<file path="src/rtl/muldiv_pkg.sv">
// rtl/muldiv_pkg.sv - shared types and constants for the iterative multiply/divide unit
//
// Contents:
//   XLEN_DEFAULT      default operand/result width
//   OP_*              operation encodings carried on the op port
//   state_e           FSM states ST_IDLE / ST_CALC / ST_DONE
//   cnt_width()       iteration counter width for a given XLEN
//   CNT_W             counter width at XLEN_DEFAULT
package muldiv_pkg;

  localparam int XLEN_DEFAULT = 32;

  localparam logic [1:0] OP_MUL   = 2'b00;
  localparam logic [1:0] OP_MULHU = 2'b01;
  localparam logic [1:0] OP_DIVU  = 2'b10;
  localparam logic [1:0] OP_REMU  = 2'b11;

  typedef enum logic [1:0] {
    ST_IDLE = 2'b00,
    ST_CALC = 2'b01,
    ST_DONE = 2'b10
  } state_e;

  function automatic int cnt_width(input int xlen);
    return (xlen > 1) ? $clog2(xlen) : 1;
  endfunction

  localparam int CNT_W = cnt_width(XLEN_DEFAULT);

endpackage

</file>
<file path="src/rtl/muldiv_step.sv">
// rtl/muldiv_step.sv - one radix-2 iteration of shift-add multiply or restoring divide
//
// Ports:
//   is_div_i  in   1        1 = divide iteration, 0 = multiply iteration
//   acc_i     in   2*XLEN   current accumulator {hi, lo}
//   b_i       in   XLEN     multiplicand (multiply) or divisor (divide)
//   acc_o     out  2*XLEN   accumulator after this iteration
//
// Accumulator layout:
//   multiply: hi = partial product, lo = remaining multiplier bits (consumed LSB first)
//   divide:   hi = partial remainder, lo = dividend bits shifting out / quotient bits shifting in
module muldiv_step
  import muldiv_pkg::*;
#(
  parameter int XLEN = XLEN_DEFAULT
) (
  input  logic              is_div_i,
  input  logic [2*XLEN-1:0] acc_i,
  input  logic [XLEN-1:0]   b_i,
  output logic [2*XLEN-1:0] acc_o
);

  logic [XLEN:0]   mul_sum;
  logic [XLEN:0]   div_shift;
  logic [XLEN+1:0] div_diff;
  logic            div_ok;
  logic [XLEN-1:0] div_rem;
  logic            unused_bits;

  // Multiply: add multiplicand into the high half when the current multiplier
  // bit is set, then shift the whole register right by one (carry enters MSB).
  assign mul_sum = {1'b0, acc_i[2*XLEN-1:XLEN]} + (acc_i[0] ? {1'b0, b_i} : '0);

  // Divide: remainder gets the next dividend bit; the extra guard bit keeps the
  // shifted value exact, and the top bit of the wider difference is the borrow.
  assign div_shift = {acc_i[2*XLEN-1:XLEN], acc_i[XLEN-1]};
  assign div_diff  = {1'b0, div_shift} - {2'b00, b_i};
  assign div_ok    = ~div_diff[XLEN+1];
  // The kept remainder is always below the divisor, so its bit XLEN is zero.
  assign div_rem   = div_ok ? div_diff[XLEN-1:0] : div_shift[XLEN-1:0];

  assign unused_bits = ^{div_diff[XLEN], div_shift[XLEN]};

  always_comb begin
    acc_o = '0;
    if (is_div_i) begin
      acc_o = {div_rem, acc_i[XLEN-2:0], div_ok};
    end else begin
      acc_o = {mul_sum, acc_i[XLEN-1:1]};
    end
  end

endmodule

</file>
<file path="src/rtl/muldiv_unit.sv">
// rtl/muldiv_unit.sv - iterative unsigned MUL/MULHU/DIVU/REMU unit feeding the register file write port
//
// Ports:
//   CLK      in   1     clock, rising edge
//   rst      in   1     asynchronous active-low reset
//   start    in   1     request pulse, accepted only when idle and not busy
//   op       in   2     00 MUL, 01 MULHU, 10 DIVU, 11 REMU
//   rs1_val  in   XLEN  operand A (multiplicand / dividend)
//   rs2_val  in   XLEN  operand B (multiplier / divisor)
//   rd_in    in   5     destination register index
//   busy     out  1     high from the cycle after acceptance until done clears
//   done     out  1     one-cycle pulse, result valid
//   result   out  XLEN  registered result, held until the next completion
//   rd_out   out  5     latched destination index (register file A3)
//   we_out   out  1     done gated by rd_out != 0 (register file WE3)
//
// Build option:
//   MULDIV_EARLY_OUT_EN  divide-by-zero and zero-operand multiplies skip CALC
module muldiv_unit
  import muldiv_pkg::*;
#(
  parameter int XLEN = XLEN_DEFAULT
) (
  input  logic            CLK,
  input  logic            rst,
  input  logic            start,
  input  logic [1:0]      op,
  input  logic [XLEN-1:0] rs1_val,
  input  logic [XLEN-1:0] rs2_val,
  input  logic [4:0]      rd_in,
  output logic            busy,
  output logic            done,
  output logic [XLEN-1:0] result,
  output logic [4:0]      rd_out,
  output logic            we_out
);

  localparam int CW = (XLEN == XLEN_DEFAULT) ? CNT_W : cnt_width(XLEN);
  localparam logic [CW-1:0] LAST_ITER = CW'(XLEN - 1);

  state_e            state_q;
  logic [CW-1:0]     cnt_q;
  logic [1:0]        op_q;
  logic [2*XLEN-1:0] acc_q;
  logic [2*XLEN-1:0] acc_d;
  logic [XLEN-1:0]   b_q;
  logic [4:0]        rd_q;
  logic              busy_q;
  logic              done_q;
  logic              we_q;
  logic [XLEN-1:0]   result_q;

  logic              in_is_div;
  logic              q_is_div;
  logic              q_hi_sel;
  logic              early_zero;

  assign in_is_div = (op == OP_DIVU) || (op == OP_REMU);
  assign q_is_div  = (op_q == OP_DIVU) || (op_q == OP_REMU);
  // MULHU and REMU both read the high half of the accumulator.
  assign q_hi_sel  = (op_q == OP_MULHU) || (op_q == OP_REMU);

`ifdef MULDIV_EARLY_OUT_EN
  assign early_zero = (rs2_val == '0) ||
                      (((op == OP_MUL) || (op == OP_MULHU)) && (rs1_val == '0));
`else
  assign early_zero = 1'b0;
`endif

  muldiv_step #(
    .XLEN(XLEN)
  ) u_step (
    .is_div_i(q_is_div),
    .acc_i   (acc_q),
    .b_i     (b_q),
    .acc_o   (acc_d)
  );

  always_ff @(posedge CLK or negedge rst) begin
    if (!rst) begin
      state_q  <= ST_IDLE;
      cnt_q    <= '0;
      op_q     <= OP_MUL;
      acc_q    <= '0;
      b_q      <= '0;
      rd_q     <= '0;
      busy_q   <= 1'b0;
      done_q   <= 1'b0;
      we_q     <= 1'b0;
      result_q <= '0;
    end else begin
      done_q <= 1'b0;
      we_q   <= 1'b0;
      // busy falls together with the done pulse.
      if (done_q) begin
        busy_q <= 1'b0;
      end
      case (state_q)
        ST_IDLE: begin
          // The done cycle is spent in IDLE with busy still high; holding off
          // on busy keeps start-while-busy from being accepted there.
          if (start && !busy_q) begin
            op_q   <= op;
            rd_q   <= rd_in;
            cnt_q  <= '0;
            busy_q <= 1'b1;
            b_q    <= in_is_div ? rs2_val : rs1_val;
            if (early_zero) begin
              // Preload the final accumulator: {remainder, quotient} for a
              // zero divisor, all zeros for a zero product.
              acc_q   <= in_is_div ? {rs1_val, {XLEN{1'b1}}} : '0;
              state_q <= ST_DONE;
            end else begin
              acc_q   <= in_is_div ? {{XLEN{1'b0}}, rs1_val} : {{XLEN{1'b0}}, rs2_val};
              state_q <= ST_CALC;
            end
          end
        end
        ST_CALC: begin
          acc_q <= acc_d;
          cnt_q <= cnt_q + 1'b1;
          if (cnt_q == LAST_ITER) begin
            state_q <= ST_DONE;
          end
        end
        ST_DONE: begin
          done_q   <= 1'b1;
          we_q     <= (rd_q != 5'd0);
          result_q <= q_hi_sel ? acc_q[2*XLEN-1:XLEN] : acc_q[XLEN-1:0];
          state_q  <= ST_IDLE;
        end
        default: begin
          state_q <= ST_IDLE;
        end
      endcase
    end
  end

  assign busy   = busy_q;
  assign done   = done_q;
  assign result = result_q;
  assign rd_out = rd_q;
  assign we_out = we_q;

endmodule

</file>
<file path="config.mk">
export PLATFORM = sky130hd
export DESIGN_NAME = muldiv_unit
export DESIGN_NICKNAME = d
export VERILOG_FILES = /design/src/rtl/muldiv_pkg.sv /design/src/rtl/muldiv_step.sv /design/src/rtl/muldiv_unit.sv
export SDC_FILE = /design/constraint.sdc
export NUM_CORES = 1
export LEC_CHECK = 0
export CAP_MARGIN = 20
export CORE_MARGIN = 2
export CORE_UTILIZATION = 50
export CTS_BUF_LIST = sky130_fd_sc_hd__clkbuf_16
export DETAILED_ROUTE_END_ITERATION = 7
export PLACE_DENSITY_LB_ADDON = 0.08
export SLEW_MARGIN = 25
export SYNTH_ARGS = -nofsm -noshare
export SYNTH_HDL_FRONTEND = slang
export SYNTH_SLANG_ARGS = --single-unit
</file>
<file path="constraint.sdc">
create_clock -name CLK -period 6.16 [get_ports CLK]
set_clock_uncertainty 0.15 [all_clocks]
set_input_delay 0.616 -clock CLK [delete_from_list [all_inputs] [get_ports CLK]]
set_output_delay 0.616 -clock CLK [all_outputs]
set_load 0.005 [all_outputs]
</file>
==> After elaboration in Yosys (flattened, before gate mapping) <==
Index checks and enable logic that the tools add are counted.
{ "totals": {"regBits": 145, "out_inout_bits": 40, "inputBits": 74, "wordCells": 53} }
{ "op_classes": {"n_reduce_logical": 11, "n_bitwise": 1, "n_eq_ne": 10, "addsub": 3, "muxes": 18} }
{ "ops": {"columns": ["operator", "n"], "rows": [
  ["32-bit 2-to-1 mux", 5],
  ["64-bit 2-to-1 mux", 2],
  ["64-bit case mux with 2 select lines", 1],
  ["33-bit by 32-bit subtractor with 34-bit output", 1],
  ["32-bit by 33-bit adder with 33-bit output", 1],
  ["2-bit equality test, second input constant", 5],
  ["5-bit case mux with 2 select lines", 1],
  ["2-bit AND reduction", 3],
  ["5-bit by 1-bit adder with 5-bit output, second input constant", 1],
  ["5-bit equality test, second input constant", 1],
  ["1-bit 2-to-1 mux", 5],
  ["5-bit 2-to-1 mux", 1],
  ["5-bit nonzero test", 1],
  ["2-bit by 1-bit equality test with 1-bit output, second input constant", 2],
  ["2-bit 2-to-1 mux", 2],
  ["2-bit != test, second input constant", 2],
  ["2-bit case mux with 2 select lines", 1],
  ["1-bit logical OR", 3],
  ["2-bit zero test", 1],
  ["2-bit nonzero test", 1],
  ["1-bit logical AND", 1],
  ["1-bit zero test", 1],
  ["1-bit NOT", 1]
]} }

==> Logic depth before layout (Yosys ltp) <==
Gate-level depths: netlist (run 1).
{ "logic_depth": {"ltp_word": 5, "depth_mapped": 14, "ltp_nobuf": 13} }

==> Hierarchy <==
A second synthesis (run 1) with hierarchy kept.
{ "unflattened": {"cells_unflattened": 1298, "area_unflattened_um2": 11105.7} }
{ "by_module_without_submodules": {"columns": ["module", "seq_area_each_um2", "area_per_inst_um2", "instances", "cells_each"], "rows": [
  ["muldiv_unit", 3628.5, 6496.2, 1, 631],
  ["muldiv_step", 0.0, 4609.4, 1, 667]
]} }

==> Worst setup path after synthesis (run 1) <==
Ideal clock, no wire load.
{ "synth_path": {"kind": "flip-flop to flip-flop", "startpoint": "reg acc_q[0]", "endpoint": "reg acc_q[60]", "arrival_ns": 2.777, "slack_ns": 3.109, "synth_period_minus_slack_ns": 3.051, "setup_time_ns": 0.124, "path_stages_with_launch": 14, "cell_sequence": "dfrtp_1 -> clkbuf_1 -> nand2_1 -> inv_1 -> ha_1 -> a211oi_2 -> o21ai_2 -> o2111a_2 -> nor3_4 -> o311ai_4 -> a221oi_2 -> xnor2_1 -> o22ai_2 -> a211o_1"} }
{ "synth_between": {"elab_chain_len": 4} }
{ "synth_lines": {"columns": ["element", "line", "source"], "rows": [
  ["from (decl)", "muldiv_unit.sv:44", "logic [2*XLEN-1:0] acc_q;"],
  ["from (signal assigned)", "muldiv_unit.sv:111", "acc_q <= in_is_div ? {rs1_val, {XLEN{1'b1}}} : '0;"],
  ["from (signal assigned)", "muldiv_unit.sv:114", "acc_q <= in_is_div ? {{XLEN{1'b0}}, rs1_val} : {{XLEN{1'b0}}, rs2_val};"],
  ["32-bit 2-to-1 mux", "muldiv_step.sv:32", "assign mul_sum = {1'b0, acc_i[2*XLEN-1:XLEN]} + (acc_i[0] ? {1'b0, b_i} : '0);"],
  ["32-bit by 33-bit adder with 33-bit output", "muldiv_step.sv:32", null],
  ["64-bit 2-to-1 mux", "muldiv_step.sv:46", "if (is_div_i) begin"],
  ["64-bit case mux with 2 select lines", "muldiv_unit.sv:98", "case (state_q)"]
]} }
No other way between the ends.
A chain may end at the register's enable or synchronous reset.

==> Final worst setup path (run 1) <==
{ "layout_path": {"startpoint": "reg acc_q[41]", "endpoint": "reg acc_q[52]"} }
{ "layout_between": {"elab_chain_len": 4, "word_cells_on_any_way": 5, "classes_between": "2 x add/sub; 3 x mux"} }
{ "layout_lines": {"columns": ["element", "line", "source"], "rows": [
  ["33-bit by 32-bit subtractor with 34-bit output", "muldiv_step.sv:37", "assign div_diff = {1'b0, div_shift} - {2'b00, b_i};"],
  ["32-bit 2-to-1 mux", "muldiv_step.sv:40", "assign div_rem = div_ok ? div_diff[XLEN-1:0] : div_shift[XLEN-1:0];"],
  ["64-bit 2-to-1 mux *", "muldiv_step.sv:46", null],
  ["64-bit case mux with 2 select lines *", "muldiv_unit.sv:98", null]
]} }
Mark *: on every way between the ends. The rest lies on a longest branch, timed or not.

==> results of run 1 <==
[flip-flops by register name (all words and copies together) (netlist names), 2 cells and up]
signal	count
acc_q	64
b_q	32
cnt_q	5
op_q	2
rd_out	5
result	32
state_q	2
[metal layers]
layer  GRT usage [%]  wire length [µm]
met1            41.6             15800
met2            39.6             13100
met3            4.29              1590
met4            5.56               339
met5               0                 0
[cells by family (layout without fill, tap and decap cells)]
family,Yosys count,in the layout
AND/OR/NAND/NOR,351,351
adder cells (fa/ha/maj),68,68
XOR/XNOR,52,52
AO/OA/AOI/OAI,378,378
flip-flops,145,145
multiplexers,154,154
buffers and inverters,126,209
[where the power goes]
part	leakage, nW	switching [mW]	internal, mW	total, mW
Clock	0.299	0.476	0.618	1.09
Sequential	1.66	0.513	1.33	1.84
Combinational	4.00	2.73	2.03	4.76
Total	5.95	3.72	3.97	7.69
[synthesized netlist by cell type, types with 14 or more instances]
master | count | area [µm²]
dfrtp_1 | 145 | 3630
inv_1 | 53 | 199
o21ai_1 | 37 | 185
o211ai_1 | 36 | 270
nand2_1 | 148 | 556
mux2i_1 | 153 | 1530
a21o_1 | 21 | 158
a22oi_1 | 21 | 158
nor2_1 | 88 | 330
a21oi_1 | 103 | 515
clkbuf_1 | 50 | 188
xnor2_1 | 33 | 289
o21ai_0 | 93 | 465
and2_1 | 35 | 219
ha_1 | 66 | 826
nand4_1 | 14 | 87.6
nand3_1 | 21 | 105
xor2_1 | 19 | 166
[worst register-to-register path, stage by stage, from the launching register on]
cell and delay [ns]:
dfrtp_1 0.44, ha_1 0.42, a21oi_2 0.30, o21ai_1 0.15, a21oi_2 0.20, a21oi_2 0.11, o311ai_4 0.30, nand4_4 0.71
mux2_1 0.61, a32oi_1 0.20, o21ai_1 0.09
[final cells by class]
class | instances | area, µm²
clock buffers | 17 | 425
clock inverters | 15 | 190
fillers | 1924 | 8820
inverters | 53 | 199
multi-input cells | 1003 | 6860
flip-flops and latches | 145 | 3630
well taps | 280 | 350
repair buffers | 124 | 1210
[worst min-delay path by stage]
stage	startpoint	end	slack [ns]	cells after the start
2_1_floorplan	rst	acc_q[0]	0.17	0
3_3_place_gp	done	busy	0.30	1
3_5_place_dp	done	busy	0.30	1
4_1_cts	rst	result[7]	0.12	1
5_1_grt	rst	result[7]	0.14	1
6_report	rst	result[7]	0.07	1
[per-stage QoR]
| step | power (mW) | instance area [µm²] | worst slack [ns] |
|---|---|---|---|
| after floorplan | 5.34 | 11000 | 3.11 |
| after global placement | 6.49 | 12200 | 2.41 |
| after detailed placement | 6.53 | 12200 | 2.28 |
| after CTS | 7.67 | 12900 | 2.27 |
| after global routing | 8.33 | 12900 | 2.13 |
| final | 7.69 | 12900 | 2.35 |
==> flow_metrics.py, run 1 <==
metrics = {
    "outcome": {
        "run_status": "completed",
    },
    "placement": {
        "numPortBuffers": 113,
        "dp_cells": 1605,
        "place_congestion": 0.903,
        "dpl.hpwl_um": 22800,
    },
    "grt": {
        "antenna_found_initial": 0,
        "grt_first_pass_wirelength_um": 50200,
        "grt_usage_pct": 26.9,
        "grt_max_degree": 92,
        "first_global_vias": 9229,
        "grt_overflow": 0,
    },
    "clocking": {
        "cts_tree": "yes",
        "clock_path_buffers": 2,
        "root_buffer": "clkbuf_16",
        "cts_hold_buf": 0,
        "cts_buffers": 17,
        "path_clk_slew_ns": 0.07,
        "clk_latency_ns": 0.43,
        "htree_levels": 4,
        "postCtsSetupBuffers": 0,
        "cts.repair.resized": 0,
        "clock-sinks": 145,
    },
    "power_and_ir_drop": {
        "p_leak_nw": 5.95,
        "vdd_drop_max_mv": 0.281,
        "power_density_nw_per_um2": 598,
    },
    "cells_and_area": {
        "mostFrequentLayoutCell": "mux2i_1",
        "diodes": 0,
        "utilization_pct": 59.3,
        "final_nets": 1486,
        "final_cell_mix": "mux2i_1, nand2_1, dfrtp_1, clkdlybuf4s50_1, a21oi_1",
        "drive_above_1_share_pct": 5.60,
        "area_delta_synth_final_pct": 16.9,
        "final_cells": 1637,
    },
    "worst_setup_path": {
        "crit_arrival_ns": 3.97,
        "rr_endpoint": "acc_q[52]",
        "path_cells": "ha_1 > a21oi_2 > o21ai_1 > a21oi_2 > a21oi_2 > o311ai_4 > nand4_4 > mux2_1 > a32oi_1 > o21ai_1",
        "critPathLaunch": "acc_q[41]",
        "critPathMostFrequentCell": "a21oi_2",
        "cp_top_family": "compound AO/OA/AOI/OAI gates",
        "critPathMaxStageDelay_ns": 0.71,
        "endpoint": "acc_q[52]",
        "reg2reg_depth": 10,
        "r2r_slack_ns": 2.35,
        "startpoint_type": "flip-flop",
        "cp-end-kind": "flip-flop",
        "path_buf_inv": 0,
        "cp.depth": 10,
        "crit_fanout": 41,
        "path_class": "reg2reg",
        "critPathRequiredTime_ns": 6.32,
        "cp_slowest_cell": "nand4_4",
        "r2r-start": "acc_q[41]",
    },
    "yosys": {
        "synth-xor-area-share_pct": 4.14,
        "synthSimpleGateAreaFrac_pct": 14.6,
        "yosys.area_share.adder_pct": 7.86,
        "seq_area_frac_synth_pct": 33.0,
        "synth.distinct_cells": 72,
        "syn_area_per_cell_um2": 8.64,
        "synth-seq-cells": 145,
        "synth_edf_count": 0,
        "synthFlopType": "dfrtp_1",
        "ys_warn_count": 0,
        "syn_nets": 1416,
        "syn_area_um2": 11000,
        "synthCells": 1274,
        "synth_mux_area_share_pct": 14.0,
        "synth_top_family_by_area": "compound AO/OA/AOI/OAI gates",
        "async_flop_share_pct": 100,
        "synth_compound_area_share_pct": 21.6,
    },
    "die": {
        "dieArea_um2": 23200,
        "initial_core_util_pct": 50.8,
        "die_y_um": 152,
        "die_w_um": 152,
        "core_um2": 21700,
        "io_pins": 114,
        "rows": 54,
    },
    "timing": {
        "timing.hold.ws_ns": 0.0653,
        "tightest_slew_ns": 0.993,
        "drv_slew": 0,
        "rsz0062_at_grt": "no",
        "tns_ns": 0,
        "hold_viol_final": 0,
        "layout_min_cycle_time_ns": 3.81,
        "finalCritPeriodShare_pct": 61.8,
        "max_slew_margin_pct": 33.5,
        "fmaxAchievable_mhz": 263,
        "setup_violations": 0,
    },
    "route": {
        "drc": 0,
        "vias": 9635,
        "antenna_left": 0,
        "drt_wl_total_um": 30800,
        "vias_per_cell": 5.89,
        "routedWlPerCell_um": 18.8,
        "firstDrtPassIters": 5,
        "drt_iter0_drc": 839,
    },
    "min_path": {
        "worstHoldPathType": "in2async",
    },
    "job": {
        "max_cap_violations": 0,
    },
}
(Power assumes the default switching activity.)
==> inputs of run 2 (changes only) <==
clock period = 3.54 ns   (was 6.16 ns; I/O delays follow)
==> run 2 against run 1 <==
Die area is the same; clock power grew 66%; cell count grew 0.73%; power grew 75%; global-route usage grew 0.58 points; highest routed layer unchanged.
==> flow_metrics.py, run 2 (synthesis gave the netlist of run 1 again) <==
metrics = {
    "clocking": {
        "clock_path_buffers": 2,
        "clk_latency_ns": 0.43,
        "htree_levels": 4,
        "cts_tree": "yes",
        "root_buffer": "clkbuf_16",
        "path_clk_slew_ns": 0.07,
        "cts_buffers": 17,
        "clock-sinks": 145,
    },
    "timing": {
        "fmaxAchievable_mhz": 300,
        "rsz0062_at_grt": "no",
        "finalCritPeriodShare_pct": 94.2,
        "layout_min_cycle_time_ns": 3.33,
        "timing.hold.ws_ns": 0.292,
        "max_slew_margin_pct": 28.8,
        "tightest_slew_ns": 1.07,
        "tns_ns": 0,
        "setup_violations": 0,
        "drv_slew": 0,
        "hold_viol_final": 0,
    },
    "job": {
        "max_cap_violations": 0,
    },
    "grt": {
        "grt_usage_pct": 27.4,
        "grt_max_degree": 138,
        "first_global_vias": 9273,
        "grt_first_pass_wirelength_um": 51300,
        "grt_overflow": 0,
        "antenna_found_initial": 0,
    },
    "worst_setup_path": {
        "r2r_slack_ns": 0.21,
        "path_class": "reg2reg",
        "r2r-start": "acc_q[0]",
        "critPathMaxStageDelay_ns": 0.41,
        "critPathLaunch": "acc_q[0]",
        "rr_endpoint": "acc_q[60]",
        "startpoint_type": "flip-flop",
        "cp_slowest_cell": "dfrtp_1",
        "crit_fanout": 31,
        "crit_arrival_ns": 3.50,
        "cp-end-kind": "flip-flop",
        "reg2reg_depth": 12,
        "path_cells": "buf_4 > and2_1 > ha_1 > o211ai_1 > o21ai_2 > o2111a_2 > nor3_4 > o311ai_4 > a221oi_2 > xnor2_1 > o22ai_2 > a211o_1",
        "critPathRequiredTime_ns": 3.71,
        "endpoint": "acc_q[60]",
    },
    "cells_and_area": {
        "diodes": 0,
        "final_cell_mix": "mux2i_1, nand2_1, dfrtp_1, clkdlybuf4s50_1, a21oi_1",
        "drive_above_1_share_pct": 6.28,
        "mostFrequentLayoutCell": "mux2i_1",
        "largest_register_ffs": 64,
        "area_delta_synth_final_pct": 17.9,
        "final_nets": 1498,
        "largest-register": "acc_q",
    },
    "route": {
        "firstDrtPassIters": 6,
        "drc": 0,
        "vias_per_cell": 5.87,
        "routedWlPerCell_um": 19.0,
        "drt_iter0_drc": 849,
        "vias": 9675,
        "drt_wl_total_um": 31300,
        "antenna_left": 0,
    },
    "die": {
        "core_um2": 21700,
        "rows": 54,
        "dieArea_um2": 23200,
        "die_w_um": 152,
        "die_y_um": 152,
        "initial_core_util_pct": 50.8,
        "io_pins": 114,
    },
    "power_and_ir_drop": {
        "p_leak_nw": 6.02,
        "power_density_nw_per_um2": 1040,
        "vdd_drop_max_mv": 0.613,
    },
    "outcome": {
        "run_status": "completed",
    },
    "placement": {
        "place_congestion": 0.911,
        "numPortBuffers": 113,
        "dpl.hpwl_um": 23500,
    },
    "min_path": {
        "worstHoldPathType": "in2reg",
    },
}
run 2: changes by cell type in the layout (fill, tap and decap cells not counted), sizes merged:
cell | before | now
bufinv | 2 | 1
dlygate4sd3 | 0 | 1
inv | 61 | 60
clkinv | 4 | 7
buf | 13 | 24
clkinvlp | 1 | 0
run 2: routing by layer:
metal | vias up | wire length [µm] | global-route usage, %
li1 | 4749 | - | -
met1 | 4675 | 15900 | 42.2
met2 | 218 | 13300 | 39.5
met3 | 33 | 1780 | 5.86
met4 | 0 | 398 | 6.14
met5 | - | 0 | 0
run 2: worst min-delay path by stage:
stage | startpoint | endpoint | slack [ns] | cells past startpoint
finish | rd_in[4] | rd_out[4] | 0.29 | 3
global route | rd_in[3] | rd_out[3] | 0.31 | 3
CTS | rd_in[4] | rd_out[4] | 0.29 | 3
detailed placement | rst | result[6] | 0.28 | 1
global placement | rst | result[5] | 0.28 | 1
floorplan | rst | acc_q[0] | -0.09 | 0
run 2: stage by stage:
stage / cell area (µm²) / instances / util (%) / total power [mW] / setup WS (ns)
after floorplan: 11000 / 1274 / - / 9.30 / 0.489
after global placement: 12400 / 1616 / 57.0 / 11.5 / 0.279
after detailed placement: 12400 / 1616 / 57.1 / 11.5 / 0.184
after CTS: 13000 / 1649 / 59.8 / 13.4 / 0.161
after global routing: 13000 / 1649 / 59.9 / 14.6 / 0.0104
final: 13000 / 1649 / 59.9 / 13.5 / 0.207
run 2: area by class of cell:
class / count / area [µm²]
clock buffer: 17 / 425
clock inverter: 15 / 168
fill: 1969 / 8710
inverter: 53 / 199
multi-input combinational: 1003 / 6870
sequential: 145 / 3630
tap: 280 / 350
timing repair buffer: 136 / 1340
run 2: worst max-delay path, delay by kind of cell, from the launching register on:
kind	cells	cell delay, ns
adders and majority gates	1	0.26
AOI/OAI and AO/OA	7	1.47
buffers and inverters	1	0.30
DFF	1	0.41
and+or+nand+nor	2	0.44
xor gates and xnor gates	1	0.19
run 2: power by group:
part / internal, mW / switching [mW]
registers: 2.31 / 0.952
logic: 3.63 / 4.80
clock network: 1.00 / 0.812
total: 6.94 / 6.56
run 2: what timing repair did:
item | 4_1_cts | 5_1_grt
hold endpoints to repair | 72 | 0
setup buffers | 0 | 0
gates resized for setup | 0 | 1
setup endpoints to repair | 0 | 1
hold buffers | 1 | 0
==> inputs of run 3 (changes only) <==
GPL_TIMING_DRIVEN = 1   (was default)
PLACE_DENSITY_LB_ADDON = 0.3   (was 0.08)
==> run 3 against run 2 <==
Final area increased by 0.37%; count of clock-buffer cells in the layout unchanged; power increased by 0.71%; cell count increased by 0.30%; highest routed layer unchanged; largest power group unchanged; critical path type unchanged; via count increased by 3.3%.
==> flow_metrics.py, run 3 (synthesis gave the netlist of run 1 again) <==
metrics = {
    "cells_and_area": {
        "design_area_um2": 13000,
        "final_cell_mix": "mux2i_1, nand2_1, dfrtp_1, clkdlybuf4s50_1, a21oi_1",
        "area_delta_synth_final_pct": 18.3,
        "mostFrequentLayoutCell": "mux2i_1",
        "largest_register_ffs": 64,
        "diodes": 0,
        "drive_above_1_share_pct": 6.84,
        "largest-register": "acc_q",
        "fill_cells": 1844,
        "final_nets": 1504,
        "utilization_pct": 60.1,
    },
    "timing": {
        "hold_viol_final": 0,
        "drv_slew": 0,
        "finalCritPeriodShare_pct": 95.3,
        "max_slew_margin_pct": 28.7,
        "fmaxAchievable_mhz": 296,
        "layout_min_cycle_time_ns": 3.37,
        "timing.hold.ws_ns": 0.269,
        "tns_ns": 0,
        "setup_ws_ns": 0.166,
        "tightest_slew_ns": 1.07,
        "setup_violations": 0,
        "rsz0062_at_grt": "yes",
    },
    "power_and_ir_drop": {
        "p_leak_nw": 6.04,
        "vdd_drop_max_mv": 0.501,
        "power_density_nw_per_um2": 1040,
    },
    "clocking": {
        "root_buffer": "clkbuf_16",
        "path_clk_slew_ns": 0.07,
        "clock-sinks": 145,
        "cts_buffers": 17,
        "cts_tree": "yes",
        "clock_path_buffers": 2,
        "clk_latency_ns": 0.44,
        "postCtsSetupBuffers": 0,
        "htree_levels": 4,
    },
    "worst_setup_path": {
        "r2r_slack_ns": 0.17,
        "cp_slowest_cell": "dfrtp_1",
        "reg2reg_depth": 12,
        "r2r-start": "acc_q[0]",
        "cp-end-kind": "flip-flop",
        "critPathRequiredTime_ns": 3.69,
        "path_class": "reg2reg",
        "path_cells": "buf_4 > and2_1 > ha_1 > a21oi_2 > o21bai_1 > o2111ai_2 > a211oi_2 > o21ai_1 > nand2_1 > a221oi_1 > mux2i_1 > nand3_1",
        "crit_arrival_ns": 3.52,
        "startpoint_type": "flip-flop",
        "cp_top_family": "compound AO/OA/AOI/OAI gates",
        "path_buf_inv": 1,
        "crit_fanout": 16,
        "critPathMaxStageDelay_ns": 0.41,
        "rr_endpoint": "acc_q[61]",
    },
    "route": {
        "drc": 0,
        "vias": 9999,
        "vias_per_cell": 6.05,
        "drt_wl_total_um": 32100,
        "antenna_left": 0,
        "firstDrtPassIters": 7,
        "drt_iter0_drc": 863,
        "routedWlPerCell_um": 19.4,
    },
    "job": {
        "max_cap_violations": 0,
    },
    "grt": {
        "grt_first_pass_wirelength_um": 51600,
        "first_global_vias": 9402,
        "grt_overflow": 0,
        "antenna_found_initial": 0,
        "grt_usage_pct": 27.6,
        "grt_max_degree": 138,
    },
    "die": {
        "dieArea_um2": 23200,
        "core_um2": 21700,
        "initial_core_util_pct": 50.8,
        "io_pins": 114,
        "rows": 54,
        "die_y_um": 152,
        "die_w_um": 152,
    },
    "placement": {
        "place_congestion": 0.929,
        "postPlaceCellArea_um2": 12400,
        "numPortBuffers": 113,
        "post-place-ws_ns": 0.183,
        "dpl.hpwl_um": 23800,
    },
    "outcome": {
        "run_status": "completed",
    },
    "min_path": {
        "worstHoldPathType": "in2async",
    },
}
[run 3: cell types whose count changed in the layout (fill, tap and decap cells not counted), sizes merged]
cell and delta:
buf +6, clkinv -5, clkinvlp +4
[run 3: layout make-up]
cell class                      instances  area [µm²]  area share [%]
Sequential cell                       145        3630            27.9
Inverter                               53         199            1.53
Timing Repair Buffer                  142        1400            10.7
Clock buffer                           17         425            3.27
Multi-Input combinational cell       1003        6880            52.8
Tap cell                              280         350            2.69
Clock inverter                         14         146            1.12
[run 3: worst max-delay path by stage]
stage	slack (ns)	startpoint	endpoint	cells past startpoint
after floorplan	0.49	acc_q[0]	acc_q[60]	13
after global placement	0.28	acc_q[0]	acc_q[61]	12
after detailed placement	0.18	acc_q[0]	acc_q[61]	12
after CTS	0.19	acc_q[0]	acc_q[61]	12
after global routing	-0.006	acc_q[0]	acc_q[63]	13
final	0.17	acc_q[0]	acc_q[61]	12
[run 3: routing by layer]
metal	vias up	global-route usage, %	wire [µm]
li1	4765	-	-
met4	0	7.12	564
met1	4844	41.5	15100
met2	351	40.7	14100
met3	39	5.72	2350
met5	-	0	0
[run 3: through the flow]
stage          total power [mW]  cells
2_1_floorplan              9.30   1274
3_3_place_gp               11.5   1622
3_5_place_dp               11.6   1622
4_1_cts                    13.5   1654
5_1_grt                    14.6   1654
6_report                   13.6   1654
[run 3: report_power, final]
part | internal [mW] | leakage, nW | total, mW | switching (mW)
logic | 3.69 | 4.11 | 8.53 | 4.84
registers | 2.31 | 1.66 | 3.27 | 0.963
clock network | 0.988 | 0.269 | 1.80 | 0.808
total | 6.99 | 6.04 | 13.6 | 6.61
[run 3: what timing repair did]
| action | in CTS | in global routing |
|---|---|---|
| hold buffers | 1 | 0 |
| hold endpoints to repair | 43 | 0 |
| resized for setup | 0 | 3 |
| endpoints found under the setup margin | 0 | 3 |
